`src/rtl/tt_sweep_pkg.sv`:
```
// rtl/tt_sweep_pkg.sv - shared widths, state encoding and counter-width helper for the truth-table sweeper
package tt_sweep_pkg;

  localparam int N_IN_DEF        = 3;
  localparam int N_OUT_DEF       = 3;
  localparam int HOLD_CYCLES_DEF = 10;

  typedef enum logic [1:0] {
    IDLE  = 2'd0,
    DRIVE = 2'd1,
    DONE  = 2'd2
  } state_e;

  // One extra bit so HOLD_CYCLES-1 always fits, including HOLD_CYCLES == 1.
  function automatic int cnt_width(input int hold);
    return $clog2(hold) + 1;
  endfunction

endpackage

```
`src/rtl/tt_sweep_ctrl_if.sv`:
```
// rtl/tt_sweep_ctrl_if.sv - host/unit-facing bundle of the sweep controller
interface tt_sweep_ctrl_if
  import tt_sweep_pkg::*;
#(
  parameter int N_IN  = N_IN_DEF,
  parameter int N_OUT = N_OUT_DEF
);

  logic             start;
  logic [N_IN-1:0]  stim;
  logic [N_OUT-1:0] resp;
  logic             busy;
  logic             done;
  logic [N_IN-1:0]  rd_addr;
  logic [N_OUT-1:0] rd_data;
  logic [N_OUT-1:0] sig;

  modport master (
    output start, resp, rd_addr,
    input  stim, busy, done, rd_data, sig
  );

  modport slave (
    input  start, resp, rd_addr,
    output stim, busy, done, rd_data, sig
  );

endinterface

```
`src/rtl/tt_hold_timer.sv`:
```
// rtl/tt_hold_timer.sv - hold-window counter; last_o marks the final cycle of each window
module tt_hold_timer
  import tt_sweep_pkg::*;
#(
  parameter int HOLD_CYCLES = HOLD_CYCLES_DEF
) (
  input  logic clk,
  input  logic rst,
  input  logic clr_i,
  input  logic en_i,
  output logic last_o
);

  localparam int CW = cnt_width(HOLD_CYCLES);
  localparam logic [CW-1:0] LAST = CW'(HOLD_CYCLES - 1);

  logic [CW-1:0] count_q, count_d;

  assign last_o = (count_q == LAST);

  // Wraps to zero on the last cycle so consecutive windows need no reload.
  always_comb begin
    count_d = count_q;
    if (clr_i) begin
      count_d = '0;
    end else if (en_i) begin
      count_d = last_o ? '0 : count_q + 1'b1;
    end
  end

  always_ff @(posedge clk) begin
    if (rst) begin
      count_q <= '0;
    end else begin
      count_q <= count_d;
    end
  end

endmodule

```
`src/rtl/tt_sweep_ctrl.sv`:
```
// rtl/tt_sweep_ctrl.sv - truth-table sweep stimulus/capture stage; TT_SWEEP_SIGNATURE_EN adds XOR response signature
module tt_sweep_ctrl
  import tt_sweep_pkg::*;
#(
  parameter int N_IN        = N_IN_DEF,
  parameter int N_OUT       = N_OUT_DEF,
  parameter int HOLD_CYCLES = HOLD_CYCLES_DEF
) (
  input logic           clk,
  input logic           rst,
  tt_sweep_ctrl_if.slave bus
);

  localparam int NVEC = 2 ** N_IN;
  localparam logic [N_IN:0] LAST_VEC = (N_IN + 1)'(NVEC - 1);

  state_e           state_q;
  logic [N_IN:0]    vec_q;
  logic [N_IN-1:0]  stim_q;
  logic             busy_q;
  logic             done_q;
  logic [N_OUT-1:0] table_q [NVEC];
  logic             win_last;

  tt_hold_timer #(
    .HOLD_CYCLES(HOLD_CYCLES)
  ) u_timer (
    .clk    (clk),
    .rst    (rst),
    .clr_i  (state_q != DRIVE),
    .en_i   (state_q == DRIVE),
    .last_o (win_last)
  );

  always_ff @(posedge clk) begin
    if (rst) begin
      state_q <= IDLE;
      vec_q   <= '0;
      stim_q  <= '0;
      busy_q  <= 1'b0;
      done_q  <= 1'b0;
      for (int i = 0; i < NVEC; i++) begin
        table_q[i] <= '0;
      end
    end else begin
      done_q <= 1'b0;
      case (state_q)
        IDLE: begin
          stim_q <= '0;
          busy_q <= 1'b0;
          if (bus.start) begin
            state_q <= DRIVE;
            vec_q   <= '0;
            busy_q  <= 1'b1;
          end
        end
        DRIVE: begin
          if (win_last) begin
            table_q[vec_q[N_IN-1:0]] <= bus.resp;
            if (vec_q == LAST_VEC) begin
              state_q <= DONE;
              stim_q  <= '0;
              busy_q  <= 1'b0;
              done_q  <= 1'b1;
            end else begin
              vec_q  <= vec_q + 1'b1;
              stim_q <= stim_q + 1'b1;
            end
          end
        end
        DONE: begin
          state_q <= IDLE;
          busy_q  <= 1'b0;
        end
        default: begin
          state_q <= IDLE;
          stim_q  <= '0;
          busy_q  <= 1'b0;
        end
      endcase
    end
  end

  assign bus.stim    = stim_q;
  assign bus.busy    = busy_q;
  assign bus.done    = done_q;
  assign bus.rd_data = table_q[bus.rd_addr];

`ifdef TT_SWEEP_SIGNATURE_EN
  logic [N_OUT-1:0] sig_q;

  // Accumulates on exactly the edges that write the table.
  always_ff @(posedge clk) begin
    if (rst) begin
      sig_q <= '0;
    end else if (state_q == IDLE && bus.start) begin
      sig_q <= '0;
    end else if (state_q == DRIVE && win_last) begin
      sig_q <= sig_q ^ bus.resp;
    end
  end

  assign bus.sig = sig_q;
`else
  assign bus.sig = '0;
`endif

endmodule
```
`src/flat_wrapper.sv`:
```
// flat-port wrapper written by rule: the top's interface ports become plain ports
module tt_sweep_ctrl_flat import tt_sweep_pkg::*;
#(
  parameter int N_IN        = N_IN_DEF,
  parameter int N_OUT       = N_OUT_DEF,
  parameter int HOLD_CYCLES = HOLD_CYCLES_DEF
)
  (clk, rst, bus_start, bus_resp, bus_rd_addr, bus_stim, bus_busy, bus_done, bus_rd_data, bus_sig);
  tt_sweep_ctrl_if #(.N_IN(N_IN), .N_OUT(N_OUT)) bus_i ();
  input logic clk;
  input logic rst;
  input wire logic [$bits(bus_i.start)-1:0] bus_start;
  input wire logic [$bits(bus_i.resp)-1:0] bus_resp;
  input wire logic [$bits(bus_i.rd_addr)-1:0] bus_rd_addr;
  output wire logic [$bits(bus_i.stim)-1:0] bus_stim;
  output wire logic [$bits(bus_i.busy)-1:0] bus_busy;
  output wire logic [$bits(bus_i.done)-1:0] bus_done;
  output wire logic [$bits(bus_i.rd_data)-1:0] bus_rd_data;
  output wire logic [$bits(bus_i.sig)-1:0] bus_sig;
  assign bus_i.start = bus_start;
  assign bus_i.resp = bus_resp;
  assign bus_i.rd_addr = bus_rd_addr;
  assign bus_stim = bus_i.stim;
  assign bus_busy = bus_i.busy;
  assign bus_done = bus_i.done;
  assign bus_rd_data = bus_i.rd_data;
  assign bus_sig = bus_i.sig;
  tt_sweep_ctrl #(.N_IN(N_IN), .N_OUT(N_OUT), .HOLD_CYCLES(HOLD_CYCLES)) u_core (.clk(clk), .rst(rst), .bus(bus_i));
endmodule
```
`config.mk`:
```
export PLATFORM = sky130hd
export DESIGN_NAME = tt_sweep_ctrl_flat
export DESIGN_NICKNAME = d
export VERILOG_FILES = /design/src/rtl/tt_sweep_pkg.sv /design/src/rtl/tt_sweep_ctrl_if.sv /design/src/rtl/tt_hold_timer.sv /design/src/rtl/tt_sweep_ctrl.sv /design/src/flat_wrapper.sv
export SDC_FILE = /design/constraint.sdc
export NUM_CORES = 1
export LEC_CHECK = 0
export BUFFER_PORTS_ARGS = -buffer_cell sky130_fd_sc_hd__buf_2
export CAP_MARGIN = 20
export CORE_ASPECT_RATIO = 0.9
export CORE_UTILIZATION = 35
export CTS_CLUSTER_SIZE = 24
export DETAILED_ROUTE_END_ITERATION = 8
export PLACE_DENSITY = 0.56
export SYNTH_ARGS = -nofsm -noshare
export SYNTH_HDL_FRONTEND = slang
export SYNTH_SLANG_ARGS = --single-unit
```
`constraint.sdc`:
```
create_clock -name clk -period 3.4 [get_ports clk]
set_input_delay 1.02 -clock clk [delete_from_list [all_inputs] [get_ports clk]]
set_output_delay 1.02 -clock clk [all_outputs]
set_load 0.01 [all_outputs]
```
After elaboration in Yosys (flattened, before gate mapping) --
Memory sizes are Yosys's and may differ from the RTL's. Cells that the tools add are included.
Storage, ports and cells: register bits after elaboration 16, RAM bits 24, input bits 9, output and inout bits 11, logic and storage cells 57, memories kept 1
Operators by class: $add $sub $neg 3, eq/ne operators 9, mux-type cells 26, bitwise operators 3, reductions and logical operators 9
Memories:
- u_core.table_q | depth 8, width 3, read ports 1, clocked after memory_dff 0, wr ports 8, line tt_sweep_ctrl.sv:22 | logic [N_OUT-1:0] table_q [NVEC];
Operator list (number):
- 2-to-1 mux 3 bit | 4
- 2-to-1 mux 4 bit | 3
- 2-to-1 mux 1 bit | 11
- one-hot mux 4 bit (2 select lines) | 1
- 2-to-1 mux 2 bit | 3
- != test 2 x 1 -> 1 bit (second input constant) | 3
- one-hot mux 3 bit (2 select lines) | 1
- OR reduction 3 bit | 2
- adder 5 x 1 -> 5 bit (second input constant) | 1
- equality test 5 x 4 -> 1 bit (second input constant) | 1
- 2-to-1 mux 5 bit | 1
- adder 4 x 1 -> 4 bit (second input constant) | 1
- equality test 4 x 3 -> 1 bit (second input constant) | 1
- != test 2 bit (second input constant) | 2
- one-hot mux 2 bit (2 select lines) | 1
- AND reduction 2 bit | 2
- AND reduction 4 bit | 1
- adder 3 x 1 -> 3 bit (second input constant) | 1
- inverter 1 bit | 3
- AND reduction 3 bit | 1
- equality test 2 x 1 -> 1 bit (second input constant) | 1
- equality test 2 bit (second input constant) | 1
- zero test 2 bit | 1
- one-hot mux 1 bit (2 select lines) | 1
- 2 further kinds | 2

Logic depth before layout (Yosys ltp) --
Gate-level depths: netlist (run 1).
depth after elaboration 7, depth in mapped cells 6

Modules after synthesis --
A second synthesis (run 1) with hierarchy kept.
Unflattened totals: cell total of the unflattened synthesis 176, area total of the unflattened synthesis 2014.4 µm²
Modules (own cells, without submodules):
- tt_sweep_ctrl | times used 1, cells each 147, area each 1746.7 µm², sequential area each 940.9 µm²
- tt_hold_timer | times used 1, cells each 29, area each 267.8 µm², sequential area each 100.1 µm²

Least setup slack after synthesis (run 1) --
OpenSTA, ideal clock, no wires.
path kind input port to output port, start input bus_rd_addr[0], end output bus_rd_data[0], arrival time 2.006 ns, data required time 2.380 ns, path slack 0.374 ns, stages on the path 3, cell sequence buf_2 mux4_2 mux2_2
On the way: word-level cells in the longest chain between the ends 1
Ends and longest elaborated chain:
- from (decl) | line flat_wrapper.sv:14 | input wire logic [$bits(bus_i.rd_addr)-1:0] bus_rd_addr;
- memory (8 x 3 bit)
- to (decl) | line flat_wrapper.sv:18 | output wire logic [$bits(bus_i.rd_data)-1:0] bus_rd_data;
No other way between the ends.

Final worst setup path (run 1) --
start input bus_rd_addr[0], end output bus_rd_data[2]
The elaborated chain is that of the path after synthesis.

==> metrics.csv, run 1 <==
stage,metric,value,unit
sta,maxSlewViolCount,0,
cts,cts_buffers,5,
cts,cts.sinks,40,
yosys,ys_types,46,
setup_path,cp-start-kind,primary input,
setup_path,worstPathMaxFanout,6,
final_layout,finish.utilization,41.1,%
yosys,ys_seq_elements,40,
final_layout,area_growth,9.82,%
place,dp_slack,0.212,ns
yosys,ys_seq_area_share,51.7,%
die,die_height,74.0,um
final_layout,diodes,0,
yosys,synth_area_leaders,"edfxtp_1, dfxtp_1, and2_1",
yosys,synth_area_per_cell,12.4,sq um
setup_path,regToRegEndpoint,u_core.vec_q[3],
cts,clockRootBuffer,clkbuf_8,
setup_path,critical-path-slowest-cell,mux4_2,
yosys,synthDominantCellAreaShare,35.8,%
run,maxCapViolCount,0,
place,placed_cell_area,2120,sq um
sta,setup_slack,0.223,ns
cts,clock_latency,0.29,ns
detailed_routing,dr.first_iter.drc_count,30,
setup_path,arrival,2.16,ns
final_layout,nNetsFinal,191,
final_layout,fin_cells,246,
sta,max_slew_margin,48.1,%
final_layout,drive_gt1_share,29.1,%
die,dieArea,6060,sq um
yosys,synth_edf_count,24,
detailed_routing,final_antenna_net_count,0,
final_layout,final_cell_area,2210,sq um
setup_path,r2r-start,u_core.vec_q[0],
yosys,async_flop_share,0,%
setup_path,cp-end-kind,output pin,
hold_path,hold_depth,1,
place,place.gp.congestion,0.708,
hold_path,min-delay-start,u_core.u_timer.count_q[0],
setup_path,crit_top_cell,buf_2,
yosys,synthCells,162,
final_layout,nFillCells,507,
setup_path,crit_type,in2out,
grt,overflow,0,
final_layout,final_cell_mix,"and2_1, edfxtp_1, buf_2, dfxtp_1, nor2_1",
sta,tightest_slew,0.777,ns
die,fp-row-count,25,
cts,postCtsSetupBuffers,0,
sta,setup_violations,0,
setup_path,crit_chain,buf_2 > mux4_2 > mux2_2 > buf_2,
sta,setup_tns,0,ns
setup_path,r2r_setup_slack,1.48,ns
sta,report.final.hold_viol_count,0,
sta,fmaxAchievable,315,MHz
yosys,ys_warn_count,0,
setup_path,crit_path_max_incr_delay,0.53,ns
place,dp_cells,238,
detailed_routing,drt_first_pass_iters,4,
cts,cts-resized-gates,0,
sta,finalCriticalPeriod,3.18,ns
detailed_routing,via_count,1252,
pwr,power.leakage,0.798,nW
sta,rsz0062_at_grt,no,
place,dp.final_hpwl,2.87,mm
die,core,5380,sq um
die,ios,20,
place,io_buffers,16,
yosys,netlist_area,2010,sq um
setup_path,required,2.38,ns
detailed_routing,drcViolationCount,0,
hold_path,min_path_type,reg2reg,
die,fp.dieW,81.9,um
setup_path,path_buf_inv,2,
yosys,synth_ff_type,edfxtp_1,
grt,track_usage,13.8,%
pwr,power_density,411,nW/um^2
setup_path,r2r_cells,5,
cts,cts_tree,done,
yosys,synth_top_area_cell,edfxtp_1,
grt,antenna_found_initial,0,
cts,clk_pin_slew,0.07,ns
run_status,outcome,"complete, no violations",
grt,grt_pass1_wl,6.05,mm
cts,hold_buffers,0,
detailed_routing,avgViaCountPerCell,5.09,
setup_path,critical-path-top-delay-family,multiplexers,
pwr,ir_worst_vdd,228,uV
detailed_routing,wl_per_cell,15.2,um
sta,post-route-period-util,93.4,%
cts,h-tree-depth,2,
cts,clock_path_buffers,2,
sta,skew,0.00610,ns
grt,grt_max_degree,18,
die,start_util,37.4,%
grt,grt_pass1_vias,1270,
detailed_routing,wl,3.75,mm
hold_path,whs_endpoint,u_core.u_timer.count_q[0],
-- area by class of cell --
cell class,count,area (sq um),share of cell area [%]
Sequential cell,40,1040,47.1
Tap cell,67,83.8,3.79
Timing Repair Buffer,16,80.1,3.62
Clock buffer,5,68.8,3.11
Clock inverter,3,18.8,0.849
Multi-Input combinational cell,113,911,41.2
Inverter,2,7.51,0.340
-- sequential cells by signal, summed over array words and instances (netlist names) --
signal,flops
u_core.table_q,24
u_core.bus.busy,1
u_core.state_q,2
u_core.bus.done,1
u_core.u_timer.count_q,5
u_core.bus.stim,3
u_core.vec_q,4
-- worst reg2reg max path, delay by kind of cell (launching register included) --
family	cells	cell delay, ns
fa+ha+maj	1	0.27
flops	1	0.62
simple gates	1	0.32
compound gates	3	0.67
-- how the worst max path moves through the flow --
stage,startpoint,to,slack (ns),cells after the start
floorplan,bus_rd_addr[0],bus_rd_data[0],0.37,3
global placement,bus_rd_addr[0],bus_rd_data[1],0.26,4
detailed placement,bus_rd_addr[0],bus_rd_data[2],0.21,4
CTS,bus_rd_addr[0],bus_rd_data[2],0.21,4
global route,bus_rd_addr[0],bus_rd_data[2],0.18,4
finish,bus_rd_addr[0],bus_rd_data[2],0.22,4
-- power by group --
group,total (W),switching (W),internal (W)
logic,0.0000673,0.0000366,0.0000307
registers,0.000535,0.00000766,0.000528
clock network,0.000307,0.000165,0.000141
total,0.000910,0.000210,0.000700
-- stage by stage --
stage / power [W] / hold WS (ns)
final: 0.000910 / 0.483
after global routing: 0.000938 / 0.518
after CTS: 0.000917 / 0.493
after detailed placement: 0.000615 / 0.475
after global placement: 0.000612 / 0.447
after floorplan: 0.000594 / 0.433
-- cell families (layout without fill, tap and decap cells) --
kind of cell	count (synthesis)	count (layout)	synth area share [%]
xor+xnor	3	3	1.31
fa+ha+maj	4	4	2.49
compound gates	17	17	5.53
buf+inv	11	26	3.42
other cells	1	3	0.186
simple gates	76	76	26.4
flops	40	40	51.7
mux	10	10	8.95
-- synth_stat cells (4+ instances only) --
cell / instances
nand2b_1: 4
nor2_1: 13
buf_4: 5
nand2_1: 5
dfxtp_1: 16
or2_2: 6
o21ai_0: 5
mux4_2: 6
edfxtp_1: 24
ha_1: 4
mux2_2: 4
and2_1: 24
-- metal layers --
layer	global-route usage [%]	vias up	wire length [um]	part of all wire, %
met5	0	-	0	0
met4	5.85	0	59	1.6
met3	3.80	8	132	3.5
met2	24.8	23	1920	51
met1	15.4	607	1630	44
li1	-	614	-	-
No activity file was read; power rests on OpenSTA's default activity.
==> run 2: changes to the inputs <==
Settings changed: CORE_UTILIZATION 35 to 42, PLACE_DENSITY 0.56 to 0.64.
==> run 2 against run 1 <==
Against the previous run: global-route usage rose by 2.5 points; via count decreased by 0.16%; non-clock buffer count unchanged; final cell count shrank 2.0%; fmax is 0.44% higher; power is 0.51% lower; cell area shrank 0.28%; worst setup slack improved by 0.014 ns; register-to-register slack lost 0.05 ns; sequential share of layout area increased by 0.13 points; wire length is 3.7% lower; highest routed layer unchanged.
==> metrics.csv, run 2 (synthesized netlist as in run 1, its figures left out) <==
stage,metric,value,unit,change
run_status,outcome,"complete, no violations",,
setup_path,critical-path-top-delay-family,multiplexers,,
cts,clk_pin_slew,0.07,ns,about the same
die,die_height,67.7,um,-8.5%
final_layout,diodes,0,,unchanged
cts,cts-resized-gates,0,,unchanged
setup_path,path_buf_inv,2,,unchanged
sta,maxSlewViolCount,0,,unchanged
cts,cts_buffers,5,,unchanged
die,ios,20,,unchanged
setup_path,regToRegEndpoint,u_core.vec_q[3],,
detailed_routing,drt_first_pass_iters,4,,unchanged
final_layout,regMostFlops,u_core.table_q,,
sta,tightest_slew,0.824,ns,+0.0463 ns
place,io_buffers,16,,unchanged
setup_path,crit_start,bus_rd_addr[0],,
die,start_util,44.6,%,+7.1 points
final_layout,final_cell_mix,"and2_1, edfxtp_1, buf_2, dfxtp_1, nor2_1",,
detailed_routing,wl,3.61,mm,-3.7%
cts,cts_tree,done,,
cts,clock_latency,0.29,ns,about the same
setup_path,required,2.38,ns,about the same
sta,setup_tns,0,ns,unchanged
setup_path,crit_type,in2out,,
run,maxCapViolCount,0,,unchanged
final_layout,final_cell_area,2200,sq um,-0.28%
final_layout,nFillCells,415,,-18%
sta,fmaxAchievable,316,MHz,+0.44%
detailed_routing,avgViaCountPerCell,5.19,,+1.9%
final_layout,reg.largest.list,"u_core.table_q: 24 flops, u_core.u_timer.count_q: 5 flops, u_core.vec_q: 4 flops",,
detailed_routing,via_count,1250,,-0.16%
final_layout,area_growth,9.51,%,
place,dp.final_hpwl,2.70,mm,-6.0%
final_layout,nNetsFinal,191,,unchanged
setup_path,r2r_cells,5,,unchanged
detailed_routing,dr.first_iter.drc_count,49,,+63%
pwr,power_density,411,nW/um^2,-0.23%
cts,postCtsSetupBuffers,0,,unchanged
setup_path,r2r_setup_slack,1.43,ns,-0.05 ns
cts,h-tree-depth,2,,unchanged
cts,clock_path_buffers,2,,unchanged
die,fp.dieW,75.0,um,-8.5%
cts,cts.sinks,40,,unchanged
grt,antenna_found_initial,0,,unchanged
grt,grt_pass1_wl,5.95,mm,-1.7%
sta,post-route-period-util,93.0,%,-0.41 points
grt,overflow,0,,unchanged
place,place.gp.congestion,0.776,,+9.7%
final_layout,fin_cells,241,,-2.0%
sta,finalCriticalPeriod,3.16,ns,-0.0139 ns
place,placed_cell_area,2120,sq um,-0.29%
setup_path,cp-start-kind,primary input,,
setup_path,arrival,2.14,ns,-0.02 ns
cts,hold_buffers,0,,unchanged
place,dp_cells,233,,-2.1%
hold_path,min_path_type,reg2reg,,
setup_path,crit_top_cell,buf_2,,
final_layout,largest_reg_flops,24,,unchanged
sta,setup_violations,0,,unchanged
sta,skew,0.00774,ns,+0.00164 ns
sta,max_slew_margin,45.0,%,-3.1 points
detailed_routing,final_antenna_net_count,0,,unchanged
detailed_routing,wl_per_cell,15.0,um,-1.7%
hold_path,hold_depth,1,,unchanged
pwr,power.leakage,0.798,nW,unchanged
setup_path,path_depth,4,,unchanged
setup_path,crit_path_max_incr_delay,0.53,ns,about the same
setup_path,worstPathMaxFanout,6,,unchanged
pwr,ir_worst_vdd,223,uV,-2.0%
setup_path,crit_chain,buf_2 > mux4_2 > mux2_2 > buf_2,,
cts,clockRootBuffer,clkbuf_8,,
grt,grt_max_degree,18,,unchanged
grt,grt_pass1_vias,1223,,-3.7%
sta,rsz0062_at_grt,no,,
sta,fin_hold_ws,0.474,ns,-0.00862 ns
detailed_routing,drcViolationCount,0,,unchanged
sta,report.final.hold_viol_count,0,,unchanged
die,fp-row-count,23,,-8.0%
grt,track_usage,16.3,%,+2.5 points
setup_path,critPathCapture,bus_rd_data[1],,
setup_path,critical-path-slowest-cell,mux4_2,,
die,core,4520,sq um,-16%
setup_path,cp-end-kind,output pin,,
setup_path,r2r-start,u_core.vec_q[0],,
die,dieArea,5070,sq um,-16%
final_layout,drive_gt1_share,29.1,%,unchanged
[run 2: cell counts in the layout (fill, tap and decap cells not counted)]
No cell type changed its count.
[run 2: layout make-up]
type	instances	area (sq um)	share of cell area [%]
Clock inverter	3	18.8	0.851
Sequential cell	40	1040	47.2
Multi-Input combinational cell	113	911	41.3
Clock buffer	5	68.8	3.12
Tap cell	62	77.6	3.52
Inverter	2	7.51	0.341
Timing Repair Buffer	16	80.1	3.63
[run 2: through the flow]
| stage | setup WS, ns | utilization [%] | total power, W |
|---|---|---|---|
| finish | 0.237 | 48.8 | 0.000905 |
| global placement | 0.261 | 46.9 | 0.000612 |
| floorplan | 0.374 | - | 0.000594 |
| CTS | 0.221 | 48.8 | 0.000913 |
| global route | 0.178 | 48.8 | 0.000944 |
| detailed placement | 0.223 | 46.9 | 0.000615 |
[run 2: worst min-delay path by stage]
| stage | startpoint | end | slack (ns) |
|---|---|---|---|
| floorplan | u_core.u_timer.count_q[0] | u_core.u_timer.count_q[0] | 0.43 |
| global placement | u_core.u_timer.count_q[0] | u_core.u_timer.count_q[0] | 0.44 |
| detailed placement | u_core.u_timer.count_q[0] | u_core.u_timer.count_q[0] | 0.47 |
| CTS | u_core.u_timer.count_q[0] | u_core.u_timer.count_q[0] | 0.48 |
| global route | u_core.u_timer.count_q[0] | u_core.u_timer.count_q[0] | 0.51 |
| finish | u_core.u_timer.count_q[0] | u_core.u_timer.count_q[0] | 0.47 |
[run 2: per-layer routing]
metal,wire length [um],vias to the layer above,track usage (%)
met1,1560,606,20.5
met4,31,0,5.66
li1,-,613,-
met2,1880,27,27.7
met5,0,-,0
met3,136,4,3.58
[run 2: power by group]
| group | total [W] | switching (W) | leakage [nW] | internal (W) |
|---|---|---|---|---|
| Sequential | 0.000535 | 0.00000714 | 0.362 | 0.000528 |
| Clock | 0.000302 | 0.000161 | 0.0378 | 0.000141 |
| Combinational | 0.0000678 | 0.0000371 | 0.398 | 0.0000308 |
==> run 3: changes to the inputs <==
Settings changed: CTS_BUF_LIST set to sky130_fd_sc_hd__clkbuf_2.
==> run 3 against run 2 <==
Against the previous run: sequential share of layout area increased by 0.96 points; fmax hardly changed; global-route usage grew 0.064 points; sequential power about the same; critical path depth unchanged; critical endpoint unchanged.
==> metrics.csv, run 3 (synthesized netlist as in run 1, its figures left out) <==
stage,metric,value,unit,change
grt,grt_max_degree,18,,unchanged
final_layout,largest_reg_flops,24,,unchanged
final_layout,finish.utilization,47.8,%,-0.97 points
detailed_routing,dr.first_iter.drc_count,48,,-2.0%
setup_path,arrival,2.14,ns,about the same
die,start_util,44.6,%,unchanged
hold_path,min-delay-start,u_core.u_timer.count_q[0],,
grt,grt_pass1_vias,1224,,+0.082%
setup_path,cp-start-kind,primary input,,
detailed_routing,wl_per_cell,14.9,um,-0.75%
detailed_routing,via_count,1244,,-0.48%
final_layout,final_cell_area,2160,sq um,-2.0%
die,dieArea,5070,sq um,unchanged
cts,postCtsSetupBuffers,0,,unchanged
setup_path,required,2.38,ns,about the same
cts,cts_tree,done,,
pwr,power_switching,0.000200,W,-2.2%
hold_path,min_path_type,reg2reg,,
final_layout,nNetsFinal,191,,unchanged
sta,fmaxAchievable,316,MHz,about the same
sta,setup_tns,0,ns,unchanged
detailed_routing,drt_first_pass_iters,4,,unchanged
detailed_routing,avgViaCountPerCell,5.16,,-0.48%
setup_path,crit_type,in2out,,
place,place.gp.congestion,0.776,,unchanged
place,io_buffers,16,,unchanged
sta,rsz0062_at_grt,no,,
setup_path,critical-path-slowest-cell,mux4_2,,
sta,max_slew_margin,46.4,%,+1.4 points
pwr,sw_frac_of_total,24.8,%,+2.2 points
setup_path,crit_top_cell,buf_2,,
sta,skew,0.0242,ns,+0.0164 ns
setup_path,crit_path_max_incr_delay,0.53,ns,about the same
pwr,clock_power_share,25.3,%,-8.1 points
setup_path,cp-end-kind,output pin,,
detailed_routing,wl,3.58,mm,-0.75%
cts,clock_latency,0.40,ns,+0.11 ns
die,die_height,67.7,um,unchanged
detailed_routing,final_antenna_net_count,0,,unchanged
sta,finalCriticalPeriod,3.16,ns,+0.000376 ns
die,ios,20,,unchanged
cts,clk_pin_slew,0.19,ns,+0.12 ns
sta,tightest_slew,0.802,ns,-0.0214 ns
grt,overflow,0,,unchanged
cts,clock_path_buffers,2,,unchanged
sta,post-route-period-util,93.0,%,about the same
detailed_routing,wl_met2,1.85,mm,-1.8%
detailed_routing,drcViolationCount,0,,unchanged
final_layout,regMostFlops,u_core.table_q,,
final_layout,multiInputGateArea,911,sq um,unchanged
sta,report.final.hold_viol_count,0,,unchanged
setup_path,r2r_cells,5,,unchanged
grt,grt_pass1_wl,5.95,mm,unchanged
detailed_routing,met3_length,125,um,-8.1%
final_layout,regArea,1040,sq um,unchanged
pwr,power.share.sequential,66.3,%,+7.2 points
place,dp_slack,0.223,ns,unchanged
cts,clockRootBuffer,clkbuf_2,,
detailed_routing,highest_layer,met4,,
run,maxCapViolCount,0,,unchanged
final_layout,drive_gt1_share,29.1,%,unchanged
cts,h-tree-depth,2,,unchanged
final_layout,diodes,0,,unchanged
run_status,outcome,"complete, no violations",,
pwr,ir_worst_vdd,192,uV,-14%
cts,cts.sinks,40,,unchanged
place,placed_cell_area,2120,sq um,unchanged
setup_path,r2r-start,u_core.vec_q[0],,
final_layout,area_growth,7.33,%,
grt,antenna_found_initial,0,,unchanged
setup_path,crit_chain,buf_2 > mux4_2 > mux2_2 > buf_2,,
hold_path,hold_depth,1,,unchanged
place,dp.final_hpwl,2.70,mm,unchanged
cts,hold_buffers,0,,unchanged
cts,cts_buffers,5,,unchanged
sta,setup_slack,0.237,ns,-0.000376 ns
pwr,power_density,373,nW/um^2,-9.0%
sta,maxSlewViolCount,0,,unchanged
pwr,intPower,0.000607,W,-13%
cts,cts-resized-gates,0,,unchanged
grt,track_usage,16.4,%,+0.064 points
final_layout,reg.largest.list,"u_core.table_q: 24 flops, u_core.u_timer.count_q: 5 flops, u_core.vec_q: 4 flops",,
die,fp.dieW,75.0,um,unchanged
detailed_routing,m1WireLength,1.56,mm,+0.26%
setup_path,worstPathMaxFanout,6,,unchanged
pwr,pwr-share-comb,8.4,%,+0.9 points
pwr,power.leakage,0.783,nW,-1.9%
setup_path,r2r_setup_slack,1.43,ns,about the same
die,fp-row-count,23,,unchanged
final_layout,final_cell_mix,"and2_1, edfxtp_1, buf_2, dfxtp_1, nor2_1",,
die,core,4520,sq um,unchanged
setup_path,regToRegEndpoint,u_core.vec_q[3],,
sta,setup_violations,0,,unchanged
final_layout,nFillCells,426,,+2.7%
hold_path,whs_endpoint,u_core.u_timer.count_q[0],,
run 3: changes by cell type in the layout (fill, tap and decap cells not counted):
cell	previous run	this run
clkbuf_2	0	5
clkbuf_8	5	0
run 3: power by group through the flow:
stage | clock, W | sequential (W) | combinational (W)
finish | 0.000204 | 0.000535 | 0.0000677
global route | 0.000231 | 0.000537 | 0.0000748
CTS | 0.000210 | 0.000536 | 0.0000684
detailed placement | 0 | 0.000547 | 0.0000680
global placement | 0 | 0.000546 | 0.0000654
floorplan | 0 | 0.000543 | 0.0000515
run 3: layer usage:
metal	vias to the layer above	global-route usage, %
met4	0	6.37
met5	-	0
met1	597	20.4
met2	25	27.7
li1	617	-
met3	5	3.58
run 3: how the worst max path moves through the flow:
stage	start	to	slack, ns	cells past startpoint
floorplan	bus_rd_addr[0]	bus_rd_data[0]	0.37	3
global placement	bus_rd_addr[0]	bus_rd_data[2]	0.26	4
detailed placement	bus_rd_addr[0]	bus_rd_data[1]	0.22	4
CTS	bus_rd_addr[0]	bus_rd_data[1]	0.22	4
global route	bus_rd_addr[0]	bus_rd_data[1]	0.18	4
finish	bus_rd_addr[0]	bus_rd_data[1]	0.24	4
run 3: layout make-up:
class | count | share of cell area, %
Multi-Input combinational cell | 113 | 42.2
Timing Repair Buffer | 16 | 3.71
Tap cell | 62 | 3.59
Clock inverter | 3 | 0.869
Inverter | 2 | 0.347
Sequential cell | 40 | 48.2
Clock buffer | 5 | 1.16
run 3: critical path, delay by kind of cell:
kind / cells / cell delay (ns)
mux: 2 / 0.80
buf+inv: 2 / 0.33
run 3: metrics by stage:
stage                     instances  hold slack [ns]  total power, W
after CTS                       241            0.506        0.000814
final                           241            0.500        0.000807
after global placement          233            0.445        0.000612
after global routing            241            0.528        0.000843
after detailed placement        233            0.465        0.000615
after floorplan                 164            0.433        0.000594
